$ cat src/rtl/bus_xfer_ctrl.sv
// bus_xfer_ctrl: sequences one register-to-register move over a shared 8-bit bus.
// It drives the source slot's Oen for SETTLE_CYC cycles, then adds the destination
// slot's Inen for one latch cycle, then pulses done for one cycle.
// A request whose source and destination are the same slot is rejected:
// done and err pulse together one cycle later, and no enable is ever raised.
// Build option: define XFER_CAPTURE_EN to make last_data hold the bus value
// sampled at the latch cycle. When it is not defined, last_data is tied to 8'h00.
//
// Handshake: start is a level request that is only looked at in IDLE; it is never
// queued. busy is high from the first drive cycle through the latch cycle. done
// (and err, for a rejected request) is a single-cycle pulse in the DONE cycle.
// Holding start high therefore repeats transfers with period SETTLE_CYC+3.
module bus_xfer_ctrl #(
  parameter int unsigned SETTLE_CYC = 1
) (
  input  logic       clk,
  input  logic       clr,
  input  logic       start,
  input  logic [1:0] src_sel,
  input  logic [1:0] dst_sel,
  input  logic [7:0] bus_in,
  output logic [3:0] Oen,
  output logic [3:0] Inen,
  output logic       busy,
  output logic       done,
  output logic       err,
  output logic [7:0] last_data,
  output logic [1:0] dbg_state
);

  typedef enum logic [1:0] {
    IDLE  = 2'd0,
    DRIVE = 2'd1,
    LATCH = 2'd2,
    DONE  = 2'd3
  } state_t;

  // Terminal value of the drive-phase counter (counts 0 .. SETTLE_CYC-1).
  localparam logic [3:0] CNT_LAST = 4'(SETTLE_CYC - 1);

  state_t     r_state;
  logic [3:0] r_cnt;
  logic [1:0] r_dst;

  function automatic logic [3:0] onehot(input logic [1:0] sel);
    logic [3:0] v;
    v      = 4'b0000;
    v[sel] = 1'b1;
    return v;
  endfunction

  // Transfer FSM. All outputs are registered alongside the state. The source
  // selection is kept only in the Oen register, which is loaded on the accepting
  // edge and held until the transfer ends. The destination is kept in r_dst.
  always_ff @(posedge clk or negedge clr) begin
    if (!clr) begin
      r_state <= IDLE;
      r_cnt   <= 4'd0;
      r_dst   <= 2'd0;
      Oen     <= 4'b0000;
      Inen    <= 4'b0000;
      busy    <= 1'b0;
      done    <= 1'b0;
      err     <= 1'b0;
    end else begin
      done <= 1'b0;
      err  <= 1'b0;
      case (r_state)
        IDLE: begin
          if (start) begin
            if (src_sel != dst_sel) begin
              r_state <= DRIVE;
              r_dst   <= dst_sel;
              r_cnt   <= 4'd0;
              Oen     <= onehot(src_sel);
              Inen    <= 4'b0000;
              busy    <= 1'b1;
            end else begin
              r_state <= DONE;
              done    <= 1'b1;
              err     <= 1'b1;
            end
          end
        end
        DRIVE: begin
          if (r_cnt == CNT_LAST) begin
            r_state <= LATCH;
            r_cnt   <= 4'd0;
            Inen    <= onehot(r_dst);
          end else begin
            r_cnt <= r_cnt + 4'd1;
          end
        end
        LATCH: begin
          r_state <= DONE;
          Oen     <= 4'b0000;
          Inen    <= 4'b0000;
          busy    <= 1'b0;
          done    <= 1'b1;
        end
        DONE: begin
          r_state <= IDLE;
        end
        default: begin
          r_state <= IDLE;
        end
      endcase
    end
  end

  assign dbg_state = r_state;

`ifdef XFER_CAPTURE_EN
  logic [7:0] r_last_data;

  // Sample the bus on the edge that ends the latch cycle, which is the same edge the destination latches on.
  always_ff @(posedge clk or negedge clr) begin
    if (!clr) begin
      r_last_data <= 8'h00;
    end else if (r_state == LATCH) begin
      r_last_data <= bus_in;
    end
  end

  assign last_data = r_last_data;
`else
  // No capture register in this build; the bus is observed by nothing.
  logic w_unused_bus;
  assign w_unused_bus = ^bus_in;
  assign last_data    = 8'h00;
`endif

endmodule

$ cat config.mk
export PLATFORM = sky130hd
export DESIGN_NAME = bus_xfer_ctrl
export DESIGN_NICKNAME = d
export VERILOG_FILES = /design/src/rtl/bus_xfer_ctrl.sv
export SDC_FILE = /design/constraint.sdc
export NUM_CORES = 1
export LEC_CHECK = 0
export BUFFER_PORTS_ARGS = -buffer_cell sky130_fd_sc_hd__buf_2
export CAP_MARGIN = 20
export CORE_MARGIN = 2
export CORE_UTILIZATION = 45
export CTS_CLUSTER_DIAMETER = 120
export DETAILED_ROUTE_END_ITERATION = 8
export PLACE_DENSITY = 0.72
export SETUP_SLACK_MARGIN = 0.15
export SLEW_MARGIN = 15
export SYNTH_ARGS = -nofsm -noshare
export SYNTH_HDL_FRONTEND = slang
export SYNTH_SLANG_ARGS = --single-unit
export TNS_END_PERCENT = 100
$ cat constraint.sdc
create_clock -name clk -period 2.1 [get_ports clk]
set_clock_uncertainty 0.1 [all_clocks]
set_input_delay 0 -clock clk [delete_from_list [all_inputs] [get_ports clk]]
set_output_delay 0 -clock clk [all_outputs]
set_load 0.01 [all_outputs]
### Yosys cells after proc, flatten, opt, wreduce, memory -nomap -nowiden

Cells that the tools add are included.
Widths: inputs -> output; s select.

* flip-flop bits (word level): 19
* logic and storage cells: 56

* $add $sub $neg: 1
* order comparisons: 4
* equal/unequal tests: 7
* mux-type cells: 24
* reduce and logical (&&, ||, !) cells: 12

Operators with widths (count)
* $mux 4: 6
* $pmux 4 s2: 2
* $pmux 4 s3: 1
* $reduce_and 3->1: 3
* $pmux 2 s4: 1
* $mux 1: 7
* $lt 2x3->1 const B: 2
* $mux 2: 3
* $ne 2x2->1 const B: 3
* $add 4x1->4 const B: 1
* $demux 1 s2: 2
* $eq 2x2->1 const B: 2
* $ge 2x1->1 const B: 2
* $logic_not 4->1: 1
* $pmux 1 s2: 2
* $reduce_and 4->1: 1
* $reduce_bool 2->1: 2
* $reduce_bool 3->1: 1
* $eq 2x1->1 const B: 1
* $logic_and 1x1->1: 2
* $logic_not 2->1: 1
* $ne 2x2->1: 1
* $reduce_and 2->1: 1

### Longest topological paths before layout

* word-level depth: 7
* gate-level depth with buffers: 7
* mapped depth without buffers: 6

### Worst setup path after synthesis

Ideal clock, no wire load.

* path type: reg2reg
* start point: register r_state[1] (netlist: dbg_state[1])
* end point: register Inen[0]
* library setup time: 0.125 ns
* arrival time: 1.726 ns
* path slack: 0.149 ns
* stages on the path, launching flop included: 8
* buffers on the path: 1
* clock period less this slack: 1.951 ns
* cells stage by stage: dfrtp_1 -> inv_1 -> ha_1 -> buf_2 -> inv_1 -> o22ai_1 -> a211o_4 -> mux2_4

* cells in the longest elaborated chain, start to end: 3

RTL lines
* start, declared: line 41 `state_t r_state;`
* start signal, assigned: line 57 `r_state <= IDLE;`
* start signal, assigned: line 72 `r_state <= DRIVE;`
* start signal, assigned: line 79 `r_state <= DONE;`
* $eq 2x1->1 (tied with other cells): line 68 `case (r_state)`
* $ne 2x2->1 (no source line) or $reduce_bool 3->1 (tied branches)
* $reduce_and 4->1 (no source line)
* end signal, assigned: line 89 `Inen <= onehot(r_dst);`
* end, declared: line 23 `output logic [3:0] Inen,`

Parallel ways exist; a longest one is shown, timed or not.
A chain may end at the register's enable or synchronous reset.

### Worst setup path in the final report

* start point: register r_cnt[1]
* end point: register Inen[2]

* cells in the longest elaborated chain, start to end: 3

RTL lines
* start, declared: line 42 `logic [3:0] r_cnt;`
* start signal, assigned: line 91 `r_cnt <= r_cnt + 4'd1;`
* $logic_not 4->1: line 86 `if (r_cnt == CNT_LAST) begin`
* $ne 2x2->1 (no source line)
* $reduce_and 4->1 (no source line)

No other way between the ends.

==> metrics.md <==
| Metric | Value |
|---|---|
| First-pass iteration count of the detailed router | `4` |
| Worst hold-check path type | `primary input to flip-flop` |
| LEAKAGE | `0.6552 nW` |
| TritonCTS Sinks | `19` |
| Syn avg cell area | `11.09 µm²` |
| Post-synthesis sequential area ratio | `0.4246` |
| Total negative slack | `0 ps` |
| Die ar. | `2904 µm²` |
| Final Hold Fails | `0` |
| Status | `finished clean` |
| Critical path peak fanout | `4` |
| Worst slack at placement | `180.5 ps` |
| Post-Syn Area | `1120 µm²` |
| Chip height | `53.89 µm` |
| Wire per inst | `12.31 µm` |
| Htree depth | `1` |
| Ys Warns | `0` |
| CTS buffer count | `3` |
| Total track usage | `0.1529` |
| I/O Pins | `36` |
| Layout area overhead | `18.55%` |
| Skew-Pair Late Insertion Delay | `290 ps` |
| Port buffer count | `19` |
| Worst-path clk slew | `100 ps` |
| Final setup viols | `0` |
| Clk root buf | `clkbuf_4` |
| Vias | `796` |
| Total wire length | `1.958 mm` |
| Worst EP required | `2190 ps` |
| Post-DP HPWL | `1.454 mm` |
| Pwr/cell area | `1400 nW/µm²` |
| DRT iter0 DRCs | `9` |
| Congestion Overflow GR | `0` |
| Max VDD drop | `0.6355 mV` |
| Crit path time final | `1878 ps` |
| Crit start category | `flip-flop` |
| Chip width | `53.89 µm` |
| Largest net degree at the start of global routing | `20` |
| CTS tree | `yes` |
| Crit path kind | `flip-flop to flip-flop` |
| Final nets | `152` |
| Register area | `475.5 µm²` |
| Netlist cell types | `33` |
| Final Cycle Share | `0.8942` |
| Layout cells sized above 1 | `0.3488` |
| Multi-input gate area | `600.6 µm²` |
| Fill count | `212` |
| Mapped Cells | `101` |
| Number of max-cap violations | `0` |
| Initial Util | `0.4647` |
| Residual DRC | `0` |
| RSZ-0062 raised after global routing | `false` |
| Vias per cell | `5.006` |
| F_max | `532.5 MHz` |
| ANT nets after route | `0` |
| Worst EP arrival | `1970 ps` |
| N_diodes | `0` |
| Worst Slack Setup Final | `222.2 ps` |
| Post-synthesis register bit count | `19` |
| Num rows | `18` |
| Worst reg-to-reg path cell count | `6` |
| Core Region | `2410 µm²` |
| Initial antenna violation count | `0` |
| First-pass GRT wire length | `3.167 mm` |
| Final Slew Violations | `0` |
| Hold-critical path depth | `4` |
| Vias in the first global route | `757` |
| CTS max path bufs | `2` |
| Final Wtd Congestion | `0.7430` |
| Crit end category | `flip-flop` |
-- cells by family (layout without fill, tap and decap cells) --
family / after synthesis / after routing / synth area share
other cells: 1 / 8 / 0.003349
buf+inv: 16 / 37 / 0.08826
compound gates: 18 / 18 / 0.1263
fa+ha+maj: 7 / 7 / 0.07821
mux: 11 / 11 / 0.1184
flops: 19 / 19 / 0.4246
simple gates: 27 / 27 / 0.1319
xor+xnor: 2 / 2 / 0.02905
-- through the flow --
step	total power [mW]	cells	utilization	hold WS [ps]	area, µm²
floorplan	1.339	108	-	-395.6	1152
global placement	1.562	149	0.5078	-142.1	1224
detailed placement	1.593	149	0.5078	-135.8	1224
CTS	1.781	157	0.5353	49.55	1290
global route	2.022	159	0.5509	83.90	1328
finish	1.859	159	0.5509	47.91	1328
-- final timing paths --
path,slack [ps],start,to
max,220,r_cnt[1]$_DFFE_PN0P_,Inen[2]$_DFFE_PN0P_
min,50,src_sel[1],Oen[0]$_DFFE_PN0P_
max reg2reg,220,r_cnt[1]$_DFFE_PN0P_,Inen[2]$_DFFE_PN0P_
min reg2reg,420,Inen[2]$_DFFE_PN0P_,Inen[2]$_DFFE_PN0P_
max in group asynchronous,1540,clr,Oen[1]$_DFFE_PN0P_
min in group asynchronous,70,clr,Oen[3]$_DFFE_PN0P_
-- power by group --
group          internal (mW)  switching, mW  total [mW]  leakage (nW)
Combinational          0.508          0.512        1.02         0.395
Clock                 0.0739          0.109       0.183        0.0150
Sequential             0.528          0.128       0.656         0.245
Total                   1.11          0.749        1.86         0.655
-- Yosys cell counts --
library cell	number	area, µm²
dfrtp_1	19	475.5
buf_4	8	60.06
ha_1	7	87.58
inv_1	6	22.52
nand2_1	6	22.52
nor2_1	6	22.52
mux2i_1	5	50.05
o21ai_0	5	25.02
mux2_4	4	60.06
nor3_1	4	20.02
o2bb2ai_1	4	35.03
a21oi_1	2	10.01
and2b_2	2	17.52
and3_1	2	12.51
mux2_2	2	22.52
xor2_2	2	32.53
a211o_4	1	17.52
a221o_1	1	10.01
a22o_1	1	8.760
a32o_1	1	10.01
and2_2	1	7.510
buf_2	1	5.000
buf_6	1	11.26
conb_1	1	3.750
nand2b_1	1	6.260
nand3_1	1	5.000
nand4b_1	1	8.760
nor2_2	1	6.260
nor3b_2	1	12.51
o21ba_2	1	10.01
o22a_1	1	8.760
o22ai_1	1	6.260
or2_2	1	6.260
-- cell type report --
cell class / count / share of cell area
clock buffers: 4 / 0.01979
inverters: 6 / 0.01697
multi-input cells: 73 / 0.4524
flip-flops and latches: 19 / 0.3582
well taps: 30 / 0.02828
repair buffers: 27 / 0.1244
-- layer usage --
| layer | share of wire | routed length [µm] | vias up | global-route usage |
|---|---|---|---|---|
| met5 | 0 | 0 | - | 0 |
| met4 | 0.014 | 28 | 0 | 0.06410 |
| met3 | 0.022 | 44 | 4 | 0.02500 |
| met2 | 0.48 | 939 | 11 | 0.2561 |
| met1 | 0.48 | 946 | 391 | 0.1937 |
| li1 | - | - | 390 | - |
-- layout by cell type, fill, tap and decap left out --
| cell type | synthesis | final |
|---|---|---|
| a211o_4 | 1 | 1 |
| a21oi_1 | 2 | 2 |
| a221o_1 | 1 | 1 |
| a22o_1 | 1 | 1 |
| a32o_1 | 1 | 1 |
| and2_2 | 1 | 1 |
| and2b_2 | 2 | 2 |
| and3_1 | 2 | 2 |
| buf_2 | 1 | 19 |
| buf_4 | 8 | 4 |
| clkbuf_1 | 0 | 1 |
| clkbuf_4 | 0 | 3 |
| conb_1 | 1 | 8 |
| dfrtp_1 | 19 | 19 |
| dlygate4sd3_1 | 0 | 4 |
| ha_1 | 7 | 6 |
| ha_2 | 0 | 1 |
| inv_1 | 6 | 5 |
| inv_2 | 0 | 1 |
| mux2_2 | 2 | 2 |
| mux2_4 | 4 | 4 |
| mux2i_1 | 5 | 5 |
| nand2_1 | 6 | 6 |
| nand2b_1 | 1 | 1 |
| nand3_1 | 1 | 1 |
| nand4b_1 | 1 | 1 |
| nor2_1 | 6 | 6 |
| nor2_2 | 1 | 1 |
| nor3_1 | 4 | 4 |
| nor3b_4 | 0 | 1 |
| o21ai_0 | 5 | 5 |
| o21ba_4 | 0 | 1 |
| o22a_1 | 1 | 1 |
| o22ai_4 | 0 | 1 |
| o2bb2ai_1 | 4 | 4 |
| or2_2 | 1 | 1 |
| xor2_2 | 2 | 2 |
-- critical path, stage by stage (launching register included) --
cell	delay, ps
dfrtp_1	430
inv_1	70
ha_1	170
nor3b_4	250
o22ai_4	100
a211o_4	350
mux2_4	310
-- timing repair --
action / in CTS / in global routing
hold endpoints to repair: 22 / 0
setup endpoints to repair: 0 / 9
hold buffers: 4 / 0
buffers inserted: 0 / 2
resized for setup: 0 / 5
-- registers in the layout (all words and copies together) (netlist names) --
signal,cells
Inen,4
err,1
r_cnt,4
busy,1
dbg_state,2
Oen,4
r_dst,2
done,1
Note: power is estimated with default switching activity, not from simulation.
